$ cat src/rtl/div_ctrl.sv
// rtl/div_ctrl.sv - RISC-V M-extension divide/remainder controller around a combinational divider core
//
// Sequences one DIV/DIVU/REM/REMU operation: captures operands on start, drives
// unsigned magnitudes to an external combinational divider core for WAIT_CYCLES
// cycles, then applies sign correction and the divide-by-zero / signed-overflow
// special cases and presents the result with a one-cycle done pulse.
//
// Optional feature macro: DIV_FASTPATH_EN
//   defined   - divide-by-zero and signed-overflow requests skip CALC and
//               complete in the cycle after start (no busy cycle)
//   undefined - every request takes the full CALC latency
//
// Ports:
//   Clock          in   rising-edge clock
//   nReset         in   asynchronous active-low reset
//   start          in   request strobe
//   op[1:0]        in   00 DIV, 01 DIVU, 10 REM, 11 REMU (funct3[1:0])
//   rs1[31:0]      in   dividend
//   rs2[31:0]      in   divisor
//   busy           out  high while an operation is in CALC
//   done           out  one-cycle pulse, result valid
//   result[31:0]   out  final result, held until the next done
//   core_dividend  out  unsigned dividend magnitude to the core
//   core_divisor   out  unsigned divisor magnitude to the core
//   core_quotient  in   unsigned quotient from the core
//   core_remainder in   unsigned remainder from the core

module div_ctrl #(
    parameter int WAIT_CYCLES = 4
) (
    input  logic        Clock,
    input  logic        nReset,
    input  logic        start,
    input  logic [1:0]  op,
    input  logic [31:0] rs1,
    input  logic [31:0] rs2,
    output logic        busy,
    output logic        done,
    output logic [31:0] result,
    output logic [31:0] core_dividend,
    output logic [31:0] core_divisor,
    input  logic [31:0] core_quotient,
    input  logic [31:0] core_remainder
);

    typedef enum logic [1:0] {
        IDLE   = 2'd0,
        CALC   = 2'd1,
        FINISH = 2'd2
    } state_t;

    localparam logic [3:0] CNT_LOAD = 4'(WAIT_CYCLES - 1);

    state_t      state;
    logic [3:0]  cnt;
    logic [1:0]  op_r;
    logic        sign_a_r;
    logic        sign_b_r;
    logic        div_zero_r;
    logic        ovf_r;
    logic [31:0] mag_a_r;
    logic [31:0] mag_b_r;

    // Decode of the incoming request, used when start is accepted.
    logic        in_signed;
    logic        in_sign_a;
    logic        in_sign_b;
    logic        in_zero;
    logic        in_ovf;
    logic [31:0] in_mag_a;
    logic [31:0] in_mag_b;

    // Two's-complement negation when neg is set; 0x80000000 maps to itself,
    // which is the correct unsigned magnitude of INT_MIN.
    function automatic logic [31:0] cond_neg(input logic [31:0] v, input logic neg);
        return neg ? (~v + 32'd1) : v;
    endfunction

    // Final M-extension result. Signs are only ever set for signed ops, so
    // the unsigned variants fall straight through the sign corrections.
    function automatic logic [31:0] final_result(
        input logic [1:0]  f_op,
        input logic        f_sign_a,
        input logic        f_sign_b,
        input logic        f_zero,
        input logic        f_ovf,
        input logic [31:0] f_mag_a,
        input logic [31:0] f_q,
        input logic [31:0] f_r
    );
        logic is_rem;
        is_rem = f_op[1];
        if (f_zero) begin
            // Rebuilding rs1 from its magnitude and sign gives rs1 unchanged.
            return is_rem ? cond_neg(f_mag_a, f_sign_a) : 32'hFFFF_FFFF;
        end else if (f_ovf) begin
            return is_rem ? 32'h0000_0000 : 32'h8000_0000;
        end else if (is_rem) begin
            return cond_neg(f_r, f_sign_a);
        end else begin
            return cond_neg(f_q, f_sign_a ^ f_sign_b);
        end
    endfunction

    always_comb begin
        in_signed = ~op[0];
        in_sign_a = in_signed & rs1[31];
        in_sign_b = in_signed & rs2[31];
        in_zero   = (rs2 == 32'd0);
        in_ovf    = in_signed & (rs1 == 32'h8000_0000) & (rs2 == 32'hFFFF_FFFF);
        in_mag_a  = cond_neg(rs1, in_sign_a);
        in_mag_b  = cond_neg(rs2, in_sign_b);
    end

    // The core only ever sees registered magnitudes, so its inputs stay
    // constant for the whole CALC window.
    assign core_dividend = mag_a_r;
    assign core_divisor  = mag_b_r;

    always_ff @(posedge Clock or negedge nReset) begin
        if (!nReset) begin
            state      <= IDLE;
            cnt        <= 4'd0;
            op_r       <= 2'd0;
            sign_a_r   <= 1'b0;
            sign_b_r   <= 1'b0;
            div_zero_r <= 1'b0;
            ovf_r      <= 1'b0;
            mag_a_r    <= 32'd0;
            mag_b_r    <= 32'd0;
            busy       <= 1'b0;
            done       <= 1'b0;
            result     <= 32'd0;
        end else begin
            case (state)
                IDLE, FINISH: begin
                    if (start) begin
                        op_r       <= op;
                        sign_a_r   <= in_sign_a;
                        sign_b_r   <= in_sign_b;
                        div_zero_r <= in_zero;
                        ovf_r      <= in_ovf;
                        mag_a_r    <= in_mag_a;
                        mag_b_r    <= in_mag_b;
`ifdef DIV_FASTPATH_EN
                        if (in_zero || in_ovf) begin
                            // Result does not depend on the core: finish now.
                            state  <= FINISH;
                            cnt    <= 4'd0;
                            busy   <= 1'b0;
                            done   <= 1'b1;
                            result <= final_result(op, in_sign_a, in_sign_b, in_zero,
                                                   in_ovf, in_mag_a, 32'd0, 32'd0);
                        end else begin
                            state <= CALC;
                            cnt   <= CNT_LOAD;
                            busy  <= 1'b1;
                            done  <= 1'b0;
                        end
`else
                        state <= CALC;
                        cnt   <= CNT_LOAD;
                        busy  <= 1'b1;
                        done  <= 1'b0;
`endif
                    end else begin
                        state <= IDLE;
                        busy  <= 1'b0;
                        done  <= 1'b0;
                    end
                end

                CALC: begin
                    // start is deliberately ignored here.
                    if (cnt == 4'd0) begin
                        state  <= FINISH;
                        busy   <= 1'b0;
                        done   <= 1'b1;
                        result <= final_result(op_r, sign_a_r, sign_b_r, div_zero_r,
                                               ovf_r, mag_a_r, core_quotient,
                                               core_remainder);
                    end else begin
                        cnt  <= cnt - 4'd1;
                        busy <= 1'b1;
                        done <= 1'b0;
                    end
                end

                default: begin
                    state <= IDLE;
                    cnt   <= 4'd0;
                    busy  <= 1'b0;
                    done  <= 1'b0;
                end
            endcase
        end
    end

endmodule

$ cat config.mk
export PLATFORM = sky130hd
export DESIGN_NAME = div_ctrl
export DESIGN_NICKNAME = d
export VERILOG_FILES = /design/src/rtl/div_ctrl.sv
export SDC_FILE = /design/constraint.sdc
export NUM_CORES = 1
export LEC_CHECK = 0
export CAP_MARGIN = 10
export CORE_UTILIZATION = 42
export DETAILED_ROUTE_END_ITERATION = 7
export PLACE_DENSITY_LB_ADDON = 0.05
export SETUP_SLACK_MARGIN = 0.05
export SLEW_MARGIN = 20
export SYNTH_ARGS = -nofsm -noshare
export SYNTH_HDL_FRONTEND = slang
export SYNTH_SLANG_ARGS = --single-unit
$ cat constraint.sdc
create_clock -name Clock -period 2.3 [get_ports Clock]
set_input_delay 0.46 -clock Clock [delete_from_list [all_inputs] [get_ports Clock]]
set_output_delay 0.46 -clock Clock [all_outputs]
set_load 0.05 [all_outputs]
## Yosys cells after proc, flatten, opt, wreduce, memory -nomap -nowiden

Index checks and enable logic that the tools add are counted.

- Output and inout bits: 98
- Register bits: 110

- Multiplexer cells: 21
- Add/sub/neg operators: 6
- Bitwise logic cells: 11
- Reductions and logical operators: 7
- Equality and inequality tests: 7

Operators with widths:

| kind | count |
|---|---|
| 32-bit two-way mux | 10 |
| 32-bit by 1-bit adder with 32-bit output, second input constant | 5 |
| 32-bit NOT | 5 |
| 32-bit equality test, second input constant | 2 |
| 32-bit zero test | 1 |
| 4-bit two-way mux | 2 |
| 4-bit case mux with 2 select lines | 1 |
| 2-bit inequality test, second input constant | 3 |
| 2-bit AND reduction | 3 |
| 1-bit two-way mux | 5 |
| 1-bit AND | 4 |
| 4-bit zero test | 1 |
| 2-bit case mux with 2 select lines | 1 |
| 4-bit by 1-bit subtractor with 4-bit output, second input constant | 1 |
| 2-bit by 1-bit equality test with 1-bit output, second input constant | 1 |
| 2-bit equality test, second input constant | 1 |
| 2-bit zero test | 1 |
| 2-bit two-way mux | 1 |
| 1-bit case mux with 2 select lines | 1 |
| 2-bit OR reduction | 1 |
| 1-bit NOT | 1 |
| 1-bit XOR | 1 |

## Logic depth before layout (Yosys ltp)

Gate-level depths: netlist of the first run.

- Word-level depth: 6
- Gate-level depth with buffers: 9
- Depth with buffers taken out: 9

## Worst setup path after synthesis of the first run

OpenSTA, ideal clock, no wires.

- Path type: register -> register
- From: register mag_a_r[14] (netlist: core_dividend[14])
- To: register result[29]
- Stages on the path, launching flop included: 8
- Clock period less this slack: 2.759 ns
- Setup time: 0.126 ns
- Setup slack: -0.459 ns
- Buffers on the path: 2
- Data arrival time: 2.633 ns
- Path through: dfrtp_1 -> or4_4 -> or4_4 -> buf_6 -> buf_6 -> o41ai_1 -> a21oi_1 -> o32a_1

- Longest elaborated chain between the ends: 5

Ends and longest elaborated chain:

| element | line | text |
|---|---|---|
| start, declared | 61 | `logic [31:0] mag_a_r;` |
| start signal, assigned | 143 | `mag_a_r <= in_mag_a;` |
| 32-bit NOT | 76 | `return neg ? (~v + 32'd1) : v;` |
| 32-bit by 1-bit adder with 32-bit output | 76 |  |
| 32-bit two-way mux | 76 |  |
| 32-bit two-way mux | 95 | `return is_rem ? cond_neg(f_mag_a, f_sign_a) : 32'hFFFF_FFFF;` |
| 32-bit two-way mux | 93 | `if (f_zero) begin` |
| end signal, assigned | 179 | `result <= final_result(op_r, sign_a_r, sign_b_r, div_zero_r,` |
| end, declared | 39 | `output logic [31:0] result,` |

Every way passes these cells.
A chain may end at the register's enable or synchronous reset.

## Worst setup path after layout of the first run

- From: register mag_a_r[15] (netlist: core_dividend[15])
- To: register result[23]

The elaborated chain is that of the path after synthesis.

==> results.yml, run 1 <==
critical_path:
  slowest_delay_ns: 0.55
  path_common_cell: "or4_4"
  startpoint: "core_dividend[15]"
  worstPathArrival_ns: 2.82
  rr_worst_depth: 7
  cp_cell_sequence: "or4_4, or4_4, buf_4, o31ai_4, xor2_1, a21boi_2, o32a_1"
  crit_slowest_cell: "or4_4"
  rrSetupSlack_ns: -0.26
  rr_startpoint: "core_dividend[15]"
  setup.worst_path.end: "result[23]"
  end_kind: "flip-flop"
  crit_type: "reg2reg"
  critical-path-top-delay-family: "simple AND/OR/NAND/NOR gates"
  crit_required_ns: 2.55
  worst-path-max-fanout: 6
  start_kind: "flip-flop"
  timing.critical_path.buf_inv: 1
  r2r_end: "result[23]"
  worst-path-stages: 7
yosys:
  synth_simple_gate_area_share_pct: 20.92
  yosysSeqAreaShare_pct: 33.12
  ys.flop_type: "dfrtp_1"
  synth_compound_area_share_pct: 25.61
  synthAdderAreaFrac_pct: 1.215
  netlist_area_um2: 8237
  synth.area.top_cells: "dfrtp_1, xnor2_1, xor2_1"
  synth.top_cell.area_share_pct: 33.12
  ys_types: 72
  yosys_warnings: 0
  synth_edf_count: 0
  synthArstFlopShare_pct: 100.0
  synth_top_family_by_area: "compound AO/OA/AOI/OAI gates"
  avgSynthCellArea_um2: 8.099
  syn_nets: 1158
  synth-xor-area-share_pct: 14.36
  synth_top_cell_by_area: "dfrtp_1"
  synthMuxAreaShare_pct: 0.4861
  synthCells: 1017
  ys_seq_elements: 109
cts:
  clkSinkCount: 109
  root_buffer: "clkbuf_16"
  clk_latency_ns: 0.37
  htreeDepth: 3
  cts_tree: "built"
  max-clock-path-buffers: 2
  ctsHoldBuffers: 0
  numCtsBuffers: 9
  cts.clk_slew.worst_paths_ns: 0.08
die:
  fp.coreArea_um2: 18960
  initial_core_util_pct: 43.45
  die_x_um: 142.0
  row_count: 50
  die_h_um: 142.0
  ios: 231
  dieArea_um2: 20180
drt:
  wl_per_cell_um: 17.78
  drt_iter0_drc: 595
  vias: 9584
  drt_first_pass_iters: 7
  wirelength_um: 30830
  vias_per_cell: 5.527
  antenna_left: 0
  remaining_drc_errors: 0
sta:
  skew_ns: 0.01493
  fin_ws_ns: -0.2628
  period_share_pct: 111.4
  timing.final.crit_period_ns: 2.563
  finalHoldViolations: 0
  setup_violations: 14
  worst_slew_pin_slew_ns: 0.5575
  rsz0062_at_grt: "true"
  relSlewSlack_pct: 62.72
  slew_viol_final: 0
  fmax_ghz: 0.3902
  finalSetupTns_ns: -2.296
final_layout:
  finish.utilization_pct: 73.01
  drive_above_1_share_pct: 28.51
  layout-area-overhead-vs-synth_pct: 68.02
  final_nets: 1609
  design_area_um2: 13840
  fillCellCount: 1553
outcome:
  status: "finished with violations"
  violations: "setup timing"
grt:
  grt_usage_pct: 31.09
  antenna_found_initial: 0
  overflow: 0
  first_global_vias: 9298
  grt_max_degree: 77
  grt_pass1_wl_um: 48700
placement:
  place_area_um2: 12690
  place_ws_ns: -0.7664
  io_buffers: 230
  hpwlAfterDp_um: 23580
  place.gp.congestion: 0.9424
worst_hold_path:
  hp-class: "in2async"
power_and_ir_drop:
  powerDensity_nw_per_um2: 1234
  p_leak_nw: 5.913
  peakVddDrop_uv: 1017
  total_power_mw: 17.07
job:
  drv_cap: 0
==> cells in the final DEF (no fill, tap or decap), types with 17 or more instances in the layout <==
cell	n
buf_4	250
clkdlybuf4s50_1	174
nand2_1	118
o21ai_0	105
dfrtp_1	96
nor2_1	78
xor2_1	67
xnor2_1	65
a21oi_1	40
inv_1	25
a31oi_1	24
dlymetal6s2s_1	24
nor3_1	22
o31ai_1	17
o21ai_1	17
dlygate4sd2_1	17
==> sequential cells by signal, indices dropped and copies added, names as in the netlist <==
| name | flops |
|---|---|
| div_zero_r | 1 |
| core_divisor | 32 |
| state | 2 |
| sign_a_r | 1 |
| ovf_r | 1 |
| result | 32 |
| done | 1 |
| op_r | 1 |
| busy | 1 |
| sign_b_r | 1 |
| core_dividend | 32 |
| cnt | 4 |
==> cells in the mapped netlist, drive strengths merged (3+ instances only) <==
cell	n
and3	3
clkbuf	56
nand2b	12
xor2	67
o211ai	6
a22oi	4
o31ai	26
nor3	31
xnor2	68
dfrtp	109
nand3	7
or4	21
buf	5
mux2i	4
o21ai	124
o311a	3
ha	8
a41oi	11
nand4	15
inv	27
a221oi	9
a31oi	24
nor2	80
a21oi	44
nor4	20
nor4b	3
or2	6
a21boi	9
or3	22
a211oi	5
nor3b	3
nand2	118
o41ai	19
nor2b	4
o22ai	6
o32a	7
==> area by class of cell <==
class                      count  area [µm²]  share of cell area [%]
sequential                   109        2744                   19.83
clock buffer                   9       225.2                   1.627
clock inverter                 7       86.33                  0.6238
multi-input combinational    820        5909                   42.70
tap                          260       325.3                   2.351
timing repair buffer         500        4438                   32.07
inverter                      28       108.9                  0.7865
antenna                        1       2.502                 0.01808
==> per-stage QoR <==
stage,hold WS [ns],cells
final,0.06010,1734
after global placement,0.4610,1690
after global routing,0.09312,1733
after detailed placement,0.4706,1690
after floorplan,0.1644,1017
after CTS,0.07156,1731
==> layer usage <==
| metal | global-route usage, % | vias up | share of wire [%] | wire (µm) |
|---|---|---|---|---|
| li1 | - | 4643 | - | - |
| met1 | 44.46 | 4559 | 47 | 14350 |
| met2 | 48.04 | 347 | 45 | 13870 |
| met3 | 5.283 | 35 | 6.9 | 2127 |
| met4 | 8.829 | 0 | 1.6 | 480 |
| met5 | 0 | - | 0 | 0 |
==> report_power, final <==
part / switching [mW] / internal [mW] / total, mW
logic: 7.28 / 4.54 / 11.8
registers: 0.789 / 2.84 / 3.63
clock network: 0.844 / 0.787 / 1.63
==> worst min path at each step <==
stage | end | slack [ns] | cells after the start
after global placement | core_divisor[9] | 0.46 | 2
after CTS | core_divisor[23] | 0.07 | 1
final | core_divisor[23] | 0.06 | 1
after global routing | core_divisor[23] | 0.09 | 1
after detailed placement | core_divisor[23] | 0.47 | 1
after floorplan | busy | 0.16 | 0
==> what timing repair did <==
| item | in CTS | in global routing |
|---|---|---|
| pin swaps | 65 | 50 |
| gates resized for setup | 127 | 80 |
| hold endpoints to repair | 0 | 0 |
| buffers inserted | 24 | 4 |
| setup endpoints to repair | 50 | 52 |
| gates cloned | 1 | 0 |
==> worst register-to-register path, cell delays in order (launching register included) <==
cell	delay (ns)
dfrtp_2	0.41
or4_4	0.55
or4_4	0.49
buf_4	0.18
o31ai_4	0.17
xor2_1	0.23
a21boi_2	0.11
o32a_1	0.34
==> cell families (layout without fill, tap and decap cells) <==
group	count (synthesis)	count (layout)
and+or+nand+nor	350	351
AOI/OAI and AO/OA	322	322
xor gates and xnor gates	135	135
DFF	109	109
buffers and inverters	89	544
adders and majority gates	8	8
muxes	4	4
other	0	1
(Power assumes the default switching activity.)
==> run 2: changes to the inputs <==
Settings changed: REMOVE_ABC_BUFFERS set to 1.
==> run 2 against run 1 <==
Compared with the run above: the flow still finishes with violations (setup timing); total power shrank 2.4%; sequential cell count is the same; non-clock buffer count shrank 16; critical endpoint is now result[25]; largest cell class unchanged; highest routed layer unchanged.
==> results.yml, run 2 (same netlist as run 1, synthesis figures left out) <==
drt:
  antenna_left: 0
  wirelength_um: 31430
  drt_iter0_drc: 543
  wl_per_cell_um: 18.31
  drt_first_pass_iters: 5
  vias_per_cell: 5.578
  remaining_drc_errors: 0
  vias: 9578
final_layout:
  fillCellCount: 1530
  stdcell_count: 1717
  drive_above_1_share_pct: 25.77
  final_nets: 1592
  layout_commonest_cell: "buf_4"
  finish.utilization_pct: 71.95
  final_cell_mix: "buf_4, clkdlybuf4s50_1, nand2_1"
  layout-area-overhead-vs-synth_pct: 65.59
grt:
  grt_max_degree: 59
  first_global_vias: 9341
  grt_usage_pct: 30.81
  overflow: 0
  antenna_found_initial: 3
  grt_pass1_wl_um: 48700
critical_path:
  start_kind: "flip-flop"
  crit_required_ns: 2.55
  path_common_cell: "or4_4"
  timing.critical_path.buf_inv: 1
  cp_cell_sequence: "or4_4, or4_4, buf_4, o31ai_4, xor2_1, a21boi_0, o31a_1"
  critical-path-top-delay-family: "simple AND/OR/NAND/NOR gates"
  rr_worst_depth: 7
  worst-path-max-fanout: 8
  worstPathArrival_ns: 2.76
  slowest_delay_ns: 0.54
  end_kind: "flip-flop"
  crit_slowest_cell: "or4_4"
  crit_type: "reg2reg"
  worst-path-stages: 7
outcome:
  violations: "setup timing"
  status: "finished with violations"
sta:
  fmax_ghz: 0.3976
  worst_slew_pin_slew_ns: 0.6116
  fin_ws_ns: -0.2149
  hold_slack_ns: 0.04247
  rsz0062_at_grt: "true"
  slew_viol_final: 0
  finalSetupTns_ns: -2.271
  timing.final.crit_period_ns: 2.515
  period_share_pct: 109.3
  setup_violations: 14
  finalHoldViolations: 0
  skew_ns: 0.01048
  relSlewSlack_pct: 59.22
die:
  dieArea_um2: 20180
  die_h_um: 142.0
  initial_core_util_pct: 43.45
  row_count: 50
  fp.coreArea_um2: 18960
  ios: 231
  die_x_um: 142.0
placement:
  place_ws_ns: -0.6998
  place.gp.congestion: 0.8918
  hpwlAfterDp_um: 23160
  io_buffers: 230
  placedCellCount: 1680
worst_hold_path:
  hp-class: "in2async"
job:
  drv_cap: 0
cts:
  max-clock-path-buffers: 2
  clkSinkCount: 109
  numCtsBuffers: 9
  cts.clk_slew.worst_paths_ns: 0.08
  cts_tree: "built"
  root_buffer: "clkbuf_16"
  clk_latency_ns: 0.36
  htreeDepth: 3
power_and_ir_drop:
  p_leak_nw: 5.766
  peakVddDrop_uv: 901.0
  powerDensity_nw_per_um2: 1221
==> run 2: cell types whose count changed in the layout (fill, tap and decap cells not counted), moves of 6 or more <==
cell and change:
buf_4 -17, dfrtp_2 -12, dfrtp_1 +12, dlygate4sd2_1 +6
==> run 2: routing by layer <==
metal / track usage [%] / vias up / wire (µm)
met5: 0 / - / 0
met4: 11.43 / 0 / 887
met3: 6.561 / 63 / 2638
met2: 51.01 / 419 / 14800
met1: 39.37 / 4478 / 13110
li1: - / 4618 / -
==> run 2: timing repair <==
item,in CTS,in global routing
buffers inserted,12,8
hold buffers,0,0
setup endpoints to repair,57,42
endpoints found under the hold margin,0,0
gates resized for setup,110,89
pin swaps,54,60
gates cloned,0,0
==> run 2: power by group <==
| part | internal [mW] | switching [mW] |
|---|---|---|
| Clock | 0.813 | 0.803 |
| Sequential | 2.82 | 0.774 |
| Combinational | 4.42 | 7.03 |
==> run 2: final timing paths <==
| path | slack (ns) | start | to |
|---|---|---|---|
| min in group Clock | 0.48 | core_divisor[16] | core_divisor[16] |
| setup reg to reg | -0.21 | core_dividend[13] | result[25] |
| max in group asynchronous | 1.53 | nReset | result[14] |
| hold / removal | 0.04 | nReset | result[2] |
| hold reg to reg | 0.48 | core_divisor[16] | core_divisor[16] |
| setup / recovery | -0.21 | core_dividend[13] | result[25] |
==> run 2: final cells by class <==
cell class                 count  area, µm²  area share [%]
sequential                   109       2729           20.01
clock buffer                  11      252.7           1.853
tap                          260      325.3           2.385
multi-input combinational    819       5823           42.69
clock inverter                 4      40.04          0.2936
timing repair buffer         484       4359           31.96
inverter                      28      105.1          0.7706
antenna                        2      5.005         0.03669
==> run 2: metrics by stage <==
| step | total power [mW] | area [µm²] |
|---|---|---|
| 2_1_floorplan | 10.17 | 7988 |
| 3_3_place_gp | 14.28 | 12480 |
| 3_5_place_dp | 14.37 | 12480 |
| 4_1_cts | 16.30 | 13190 |
| 5_1_grt | 17.59 | 13640 |
| 6_report | 16.66 | 13640 |
